--- config.mk ---
export PLATFORM = sky130hd
export DESIGN_NAME = ex_mem_stage
export DESIGN_NICKNAME = d
export VERILOG_FILES = /design/src/rtl/ex_mem_pkg.sv /design/src/rtl/ex_mem_skid.sv /design/src/rtl/ex_mem_stage.sv
export SDC_FILE = /design/constraint.sdc
export NUM_CORES = 1
export LEC_CHECK = 0
export BUFFER_PORTS_ARGS = -buffer_cell sky130_fd_sc_hd__buf_2
export CORE_UTILIZATION = 25
export CTS_CLUSTER_SIZE = 14
export DETAILED_ROUTE_END_ITERATION = 8
export SLEW_MARGIN = 20
export SYNTH_ARGS = -nofsm -noshare
export SYNTH_HDL_FRONTEND = slang
export SYNTH_SLANG_ARGS = --single-unit
--- constraint.sdc ---
create_clock -name clk -period 2.7 [get_ports clk]
set_input_delay 0.135 -clock clk [delete_from_list [all_inputs] [get_ports clk]]
set_output_delay 0.135 -clock clk [all_outputs]
set_load 0.02 [all_outputs]
--- src/rtl/ex_mem_pkg.sv ---
// Shared definitions for the EX->MEM pipeline stage: default widths,
// the "no operation" control encoding and the payload record.
package ex_mem_pkg;

  localparam int EX_MEM_ALU_W  = 32;
  localparam int EX_MEM_SW_W   = 32;
  localparam int EX_MEM_CTRL_W = 7;
  localparam int EX_MEM_REG_W  = 5;
  localparam int EX_MEM_VEC_W  = 5;
  localparam int EX_MEM_CNT_W  = 16;

  localparam logic [EX_MEM_CTRL_W-1:0] EX_MEM_CTRL_NOP = 7'd1;

  // One beat as seen at the default widths.
  typedef struct packed {
    logic [EX_MEM_ALU_W-1:0]  alu;
    logic [EX_MEM_SW_W-1:0]   sw;
    logic [EX_MEM_CTRL_W-1:0] control;
    logic [EX_MEM_REG_W-1:0]  regdst;
    logic [EX_MEM_VEC_W-1:0]  vector;
  } ex_mem_payload_t;

endpackage

--- src/rtl/ex_mem_skid.sv ---
// Single-entry payload holding register used as the skid slot.
// Load wins over unload so a same-cycle refill keeps the slot occupied;
// clear wins over both.
module ex_mem_skid #(
  parameter int W = 8
) (
  input  logic         clk,
  input  logic         reset,
  input  logic         clear,
  input  logic         load,
  input  logic         unload,
  input  logic [W-1:0] data_in,
  output logic         valid,
  output logic [W-1:0] data_out
);

  // Slot occupancy and contents.
  always_ff @(posedge clk or posedge reset) begin
    if (reset) begin
      valid    <= 1'b0;
      data_out <= '0;
    end else if (clear) begin
      valid <= 1'b0;
    end else if (load) begin
      valid    <= 1'b1;
      data_out <= data_in;
    end else if (unload) begin
      valid <= 1'b0;
    end
  end

endmodule

--- src/rtl/ex_mem_stage.sv ---
// EX->MEM pipeline register with valid/ready handshake, synchronous flush,
// NOP insertion on drain and a saturating bubble counter.
// Build option: define EX_MEM_SKID_EN to add a one-entry skid slot, which
// makes in_ready a registered signal (2 beats of capacity).
module ex_mem_stage
  import ex_mem_pkg::*;
#(
  parameter int ALU_W  = EX_MEM_ALU_W,
  parameter int SW_W   = EX_MEM_SW_W,
  parameter int CTRL_W = EX_MEM_CTRL_W,
  parameter logic [CTRL_W-1:0] CTRL_NOP = CTRL_W'(EX_MEM_CTRL_NOP),
  parameter int REG_W  = EX_MEM_REG_W,
  parameter int VEC_W  = EX_MEM_VEC_W,
  parameter int CNT_W  = EX_MEM_CNT_W
) (
  input  logic              clk,
  input  logic              reset,
  input  logic              flush,
  input  logic              in_valid,
  output logic              in_ready,
  input  logic [ALU_W-1:0]  alu_in,
  input  logic [SW_W-1:0]   sw_in,
  input  logic [CTRL_W-1:0] control_in,
  input  logic [REG_W-1:0]  regdst_in,
  input  logic [VEC_W-1:0]  vector_ex_in,
  output logic              out_valid,
  input  logic              out_ready,
  output logic [ALU_W-1:0]  alu_out,
  output logic [SW_W-1:0]   sw_out,
  output logic [CTRL_W-1:0] control_out,
  output logic [REG_W-1:0]  regdst_out,
  output logic [VEC_W-1:0]  vector_ex_out,
  output logic [CNT_W-1:0]  bubble_cnt
);

  // Control travels separately from the data fields because drain rewrites
  // only the control word while the data fields hold.
  localparam int D_W = ALU_W + SW_W + REG_W + VEC_W;

  logic              valid_q;
  logic [D_W-1:0]    data_q;
  logic [CTRL_W-1:0] ctrl_q;
  logic [CNT_W-1:0]  bubble_q;

  logic [D_W-1:0]    in_data;
  logic              push;
  logic              pop;
  logic              main_load;
  logic [D_W-1:0]    src_data;
  logic [CTRL_W-1:0] src_ctrl;

  assign in_data = {alu_in, sw_in, regdst_in, vector_ex_in};
  assign push    = in_valid & in_ready;
  assign pop     = valid_q & out_ready;

`ifdef EX_MEM_SKID_EN
  logic                  skid_valid;
  logic                  skid_load;
  logic                  skid_unload;
  logic [D_W+CTRL_W-1:0] skid_pay;

  assign in_ready = ~skid_valid;

  // A new beat parks in the slot when the main register cannot take it:
  // it is stalled, or it is being refilled from the slot this cycle.
  assign skid_load   = push & valid_q & (~out_ready | skid_valid);
  assign skid_unload = pop & skid_valid;

  ex_mem_skid #(
    .W (D_W + CTRL_W)
  ) u_skid (
    .clk      (clk),
    .reset    (reset),
    .clear    (flush),
    .load     (skid_load),
    .unload   (skid_unload),
    .data_in  ({in_data, control_in}),
    .valid    (skid_valid),
    .data_out (skid_pay)
  );

  // Main register source: the older skid beat goes first to keep order.
  always_comb begin
    main_load = 1'b0;
    src_data  = in_data;
    src_ctrl  = control_in;
    if (pop && skid_valid) begin
      main_load = 1'b1;
      src_data  = skid_pay[D_W+CTRL_W-1:CTRL_W];
      src_ctrl  = skid_pay[CTRL_W-1:0];
    end else if (push && !(valid_q && !out_ready)) begin
      main_load = 1'b1;
    end
  end
`else
  assign in_ready = ~valid_q | out_ready;

  // Main register source: only the input port without a skid slot.
  always_comb begin
    main_load = push;
    src_data  = in_data;
    src_ctrl  = control_in;
  end
`endif

  // Main register: flush, load, drain-to-NOP, otherwise hold.
  always_ff @(posedge clk or posedge reset) begin
    if (reset) begin
      valid_q <= 1'b0;
      data_q  <= '0;
      ctrl_q  <= CTRL_NOP;
    end else if (flush) begin
      valid_q <= 1'b0;
      data_q  <= '0;
      ctrl_q  <= CTRL_NOP;
    end else if (main_load) begin
      valid_q <= 1'b1;
      data_q  <= src_data;
      ctrl_q  <= src_ctrl;
    end else if (pop) begin
      valid_q <= 1'b0;
      ctrl_q  <= CTRL_NOP;
    end
  end

  // Bubble counter: saturating, survives flush, cleared only by reset.
  always_ff @(posedge clk or posedge reset) begin
    if (reset) begin
      bubble_q <= '0;
    end else if (out_ready && !valid_q && !(&bubble_q)) begin
      bubble_q <= bubble_q + 1'b1;
    end
  end

  assign out_valid   = valid_q;
  assign control_out = ctrl_q;
  assign {alu_out, sw_out, regdst_out, vector_ex_out} = data_q;
  assign bubble_cnt  = bubble_q;

endmodule

Yosys cells after proc, flatten, opt, wreduce, memory -nomap -nowiden
Cells that the tools add are included.
{"block": "totals", "out_inout_bits": 99, "word_cells": 24, "regBits": 98}
{"block": "classes", "bitwise": 4, "reduce_logical": 7, "n_addsub": 1, "mux": 8}
{"cell": "$mux 74", "n": 2}
{"cell": "$mux 7", "n": 3}
{"cell": "$add 16x1->16 const B", "n": 1}
{"cell": "$reduce_and 16->1", "n": 1}
{"cell": "$mux 1", "n": 3}
{"cell": "$reduce_bool 3->1", "n": 1}
{"cell": "$and 1x1->1", "n": 2}
{"cell": "$logic_and 1x1->1", "n": 2}
{"cell": "$logic_not 1->1", "n": 2}
{"cell": "$reduce_bool 2->1", "n": 1}
{"cell": "$not 1->1", "n": 1}
{"cell": "$or 1x1->1", "n": 1}

Longest topological paths before layout
{"block": "logic_depth", "word_depth": 5, "ltp_mapped": 5, "depth_no_buf": 5}

Worst setup path after synthesis
OpenSTA, ideal clock, no wires.
{"block": "synth_path", "kind": "register to register", "from": "register bubble_q[0], in the netlist bubble_cnt[0]", "to": "register bubble_q[12], in the netlist bubble_cnt[12]", "setup_slack_ps": 941, "path_buffers": 0, "period_less_slack_ps": 1759, "stages_incl_launch_ff": 6, "arrival_time_ps": 1679, "cell_sequence": "dfrtp_1 ha_1 nand3_1 or4_4 nor3b_2 xor2_1"}
{"block": "synth_via", "elab_chain_len": 3, "elab_cells_between_ends": 4, "classes_between": "add/sub: 1; reduce/logical: 3"}
{"element": "start: declaration", "line_no": "ex_mem_stage.sv:43", "text": "logic [CNT_W-1:0] bubble_q;"}
{"element": "start signal: assignment", "line_no": "ex_mem_stage.sv:131", "text": "bubble_q <= bubble_q + 1'b1;"}
{"element": "branches (longest 3 deep; another with $add 16x1->16)"}
Parallel ways; which one is timed is not known.
A chain may end at the register's enable or synchronous reset.

Final worst setup path
{"block": "layout_path", "from": "register bubble_q[0], in the netlist bubble_cnt[0]", "to": "register bubble_q[1], in the netlist bubble_cnt[1]"}
Same word-level chain as after synthesis.

==> impl_metrics.ini <==
[detailed_routing]
ant_nets = 0
drt_iter0_drc = 122
drt_pre_antenna_iters = 4
wire_per_inst_um = 14.29
drc_errors = 0
vias = 3089
viasPerCell = 4.590
routed_wl_um = 9615

[clock_network]
cts_buffers = 9
htreeDepth = 3
clkTransAtPathRegs_ps = 70
cts-root-buf = clkbuf_16
clock_sinks = 98
clockBufferDepth = 2
cts_tree = built
clkLatencyLatePin_ps = 340

[setup_path]
worstRegToRegCells = 5
crit_path_start = bubble_cnt[0]
start_kind = flip-flop
worstPathRequired_ps = 2920
critPathMaxFanout = 7
worst-r2r-setup-slack_ps = 900
crit_path_end_kind = flip-flop
crit_end = bubble_cnt[1]
r2r_start = bubble_cnt[0]
worstSetupPathType = reg2reg
r2r_end = bubble_cnt[1]
cp_data_arrival_time_ps = 2020

[synth]
netlist_area_um2 = 3692
async_flop_share_pct = 100.0
synth.distinct_cells = 34
ys_seq_area_share_pct = 66.45
syn_area_per_cell_um2 = 13.93
ys_ff_latch = 98
synth_edf_count = 0
syn_inst = 265
syn_nets = 352
synth_ff_type = dfrtp_1
ys.warnings.count = 0

[place]
gp_routability_congestion = 0.7555
place_area_um2 = 4861
place_ws_ps = 924.2
place.port_buffers = 184
dp_hpwl_um = 6586

[sta]
layout_worst_path_cycle_share_pct = 66.55
drv_slew = 0
hold_viol_final = 0
rsz0062_at_grt = false
skew_ps = 6.932
final-setup-viol-count = 0
fmax_mhz = 556.5
min_period_ps = 1797
tightest_slew_ps = 626.9
worst_slack_ps = 903.2
relSlewSlack_pct = 58.21
setup-tns-final_ps = 0

[finish]
multi_input_area_um2 = 1170
utilization_pct = 37.88
area_delta_synth_final_pct = 48.53
register_area_um2 = 2454
nets = 572
final_layout_size_suffix_gt1_share_pct = 43.56
antenna_cells = 0
final_area_um2 = 5484
fillers = 1428

[job]
maxCapViolCount = 0

[global_route]
grt_overflow = 0
grt_pass1_wl_um = 14400
antenna_found_initial = 0
grt_pass1_vias = 2868
grt_start_max_net_pins = 51
grt.total_usage_pct = 12.40

[worst_hold_path]
hold_class = in2reg

[outcome]
outcome = finished clean

[die]
die_area_um2 = 15260
coreArea_um2 = 14480
rows = 44
start_util_pct = 25.50
die_h_um = 123.5
ios = 185
die_width_um = 123.5

[power]
p_per_area_nw_per_um2 = 653.3
worst_ir_drop_vdd_mv = 0.2453
p_total_mw = 3.583
total_leakage_power_nw = 2.940
## sequential cells by signal, indices dropped and copies added (netlist names)
name,flops
data_q,74
bubble_cnt,16
control_out,7
out_valid,1
## stage by stage
stage / cells / hold WS (ps)
after floorplan: 265 / 198.1
after global placement: 623 / 253.9
after detailed placement: 623 / 282.4
after CTS: 673 / 0.2363
after global routing: 673 / 6.414
final: 673 / 14.81
## logic make-up (layout without fill, tap and decap cells)
family / Yosys count / after routing / share of synthesized area (%)
buffers and inverters: 23 / 247 / 2.372
and+or+nand+nor: 41 / 41 / 7.218
AOI/OAI and AO/OA: 89 / 89 / 20.47
xor gates and xnor gates: 12 / 12 / 2.846
adders and majority gates: 1 / 1 / 0.3388
muxes: 1 / 1 / 0.3050
DFF: 98 / 98 / 66.45
## final cells by class
cell class | instances | share of cell area, %
clock buffers | 13 | 4.746
clock inverters | 2 | 0.2282
inverters | 7 | 0.5248
multi-input cells | 144 | 21.33
flip-flops and latches | 98 | 44.74
well taps | 184 | 4.198
repair buffers | 225 | 24.23
## power breakdown
| group | total (mW) | internal (mW) | switching (mW) |
|---|---|---|---|
| logic | 0.674 | 0.277 | 0.398 |
| clock network | 1.20 | 0.670 | 0.527 |
| registers | 1.71 | 1.59 | 0.119 |
| total | 3.58 | 2.54 | 1.04 |
## synth_stat cells (2+ instances only)
| master | number | share of area [%] |
|---|---|---|
| dfrtp_1 | 97 | 66 |
| a22o_1 | 80 | 19 |
| xor2_1 | 10 | 2.4 |
| clkbuf_1 | 9 | 0.91 |
| inv_1 | 7 | 0.71 |
| nand2_1 | 7 | 0.71 |
| nor3_1 | 7 | 0.95 |
| buf_1 | 6 | 0.61 |
| a21oi_1 | 5 | 0.68 |
| nor2_1 | 5 | 0.51 |
| nand3_1 | 3 | 0.41 |
| nand4_1 | 3 | 0.51 |
| nand2b_1 | 2 | 0.34 |
| nor2b_1 | 2 | 0.34 |
| nor4b_1 | 2 | 0.47 |
| xnor2_1 | 2 | 0.47 |
## worst max-delay path, cell delays in order (launching register included)
cell     delay [ps]
dfrtp_1         400
ha_1            260
nand3_1         190
nor4_4          340
nor2_1          160
mux2_1          330
## worst min-delay path by stage
stage | start | to | cells after the start
after floorplan | flush | out_valid | 1
after global placement | reset | data_q[23] | 2
after detailed placement | reset | data_q[29] | 2
after CTS | alu_in[28] | data_q[70] | 2
after global routing | alu_in[28] | data_q[70] | 2
final | sw_in[8] | data_q[18] | 2
## cells in the final DEF, fill, tap and decap left out, types with 2 or more instances in the layout
| cell type | synthesis | routed |
|---|---|---|
| nand3_1 | 3 | 3 |
| xor2_1 | 10 | 10 |
| inv_1 | 7 | 6 |
| nor2_1 | 5 | 4 |
| buf_4 | 0 | 5 |
| nor4b_1 | 2 | 2 |
| clkbuf_1 | 9 | 2 |
| nand2b_1 | 2 | 2 |
| nand2_1 | 7 | 7 |
| dlygate4sd3_1 | 0 | 35 |
| nor3_1 | 7 | 7 |
| buf_2 | 1 | 184 |
| a22o_1 | 80 | 80 |
| xnor2_1 | 2 | 2 |
| clkbuf_8 | 0 | 2 |
| dfrtp_1 | 97 | 97 |
| clkbuf_16 | 0 | 9 |
| nand4_1 | 3 | 3 |
| a21oi_1 | 5 | 4 |
| nor2b_1 | 2 | 2 |
## routing by layer
layer	part of all wire, %	wire, µm	global-route usage, %
met5	0	0	0
met4	2.2	210	6.099
met3	5.8	556	2.583
met2	47	4552	19.03
met1	45	4297	16.55
## timing repair
action,CTS,global route
hold endpoints to repair,83,0
resized for setup,0,0
buffers inserted,0,0
setup endpoints to repair,0,0
hold buffers,35,0
Note: power is estimated with default switching activity, not from simulation.
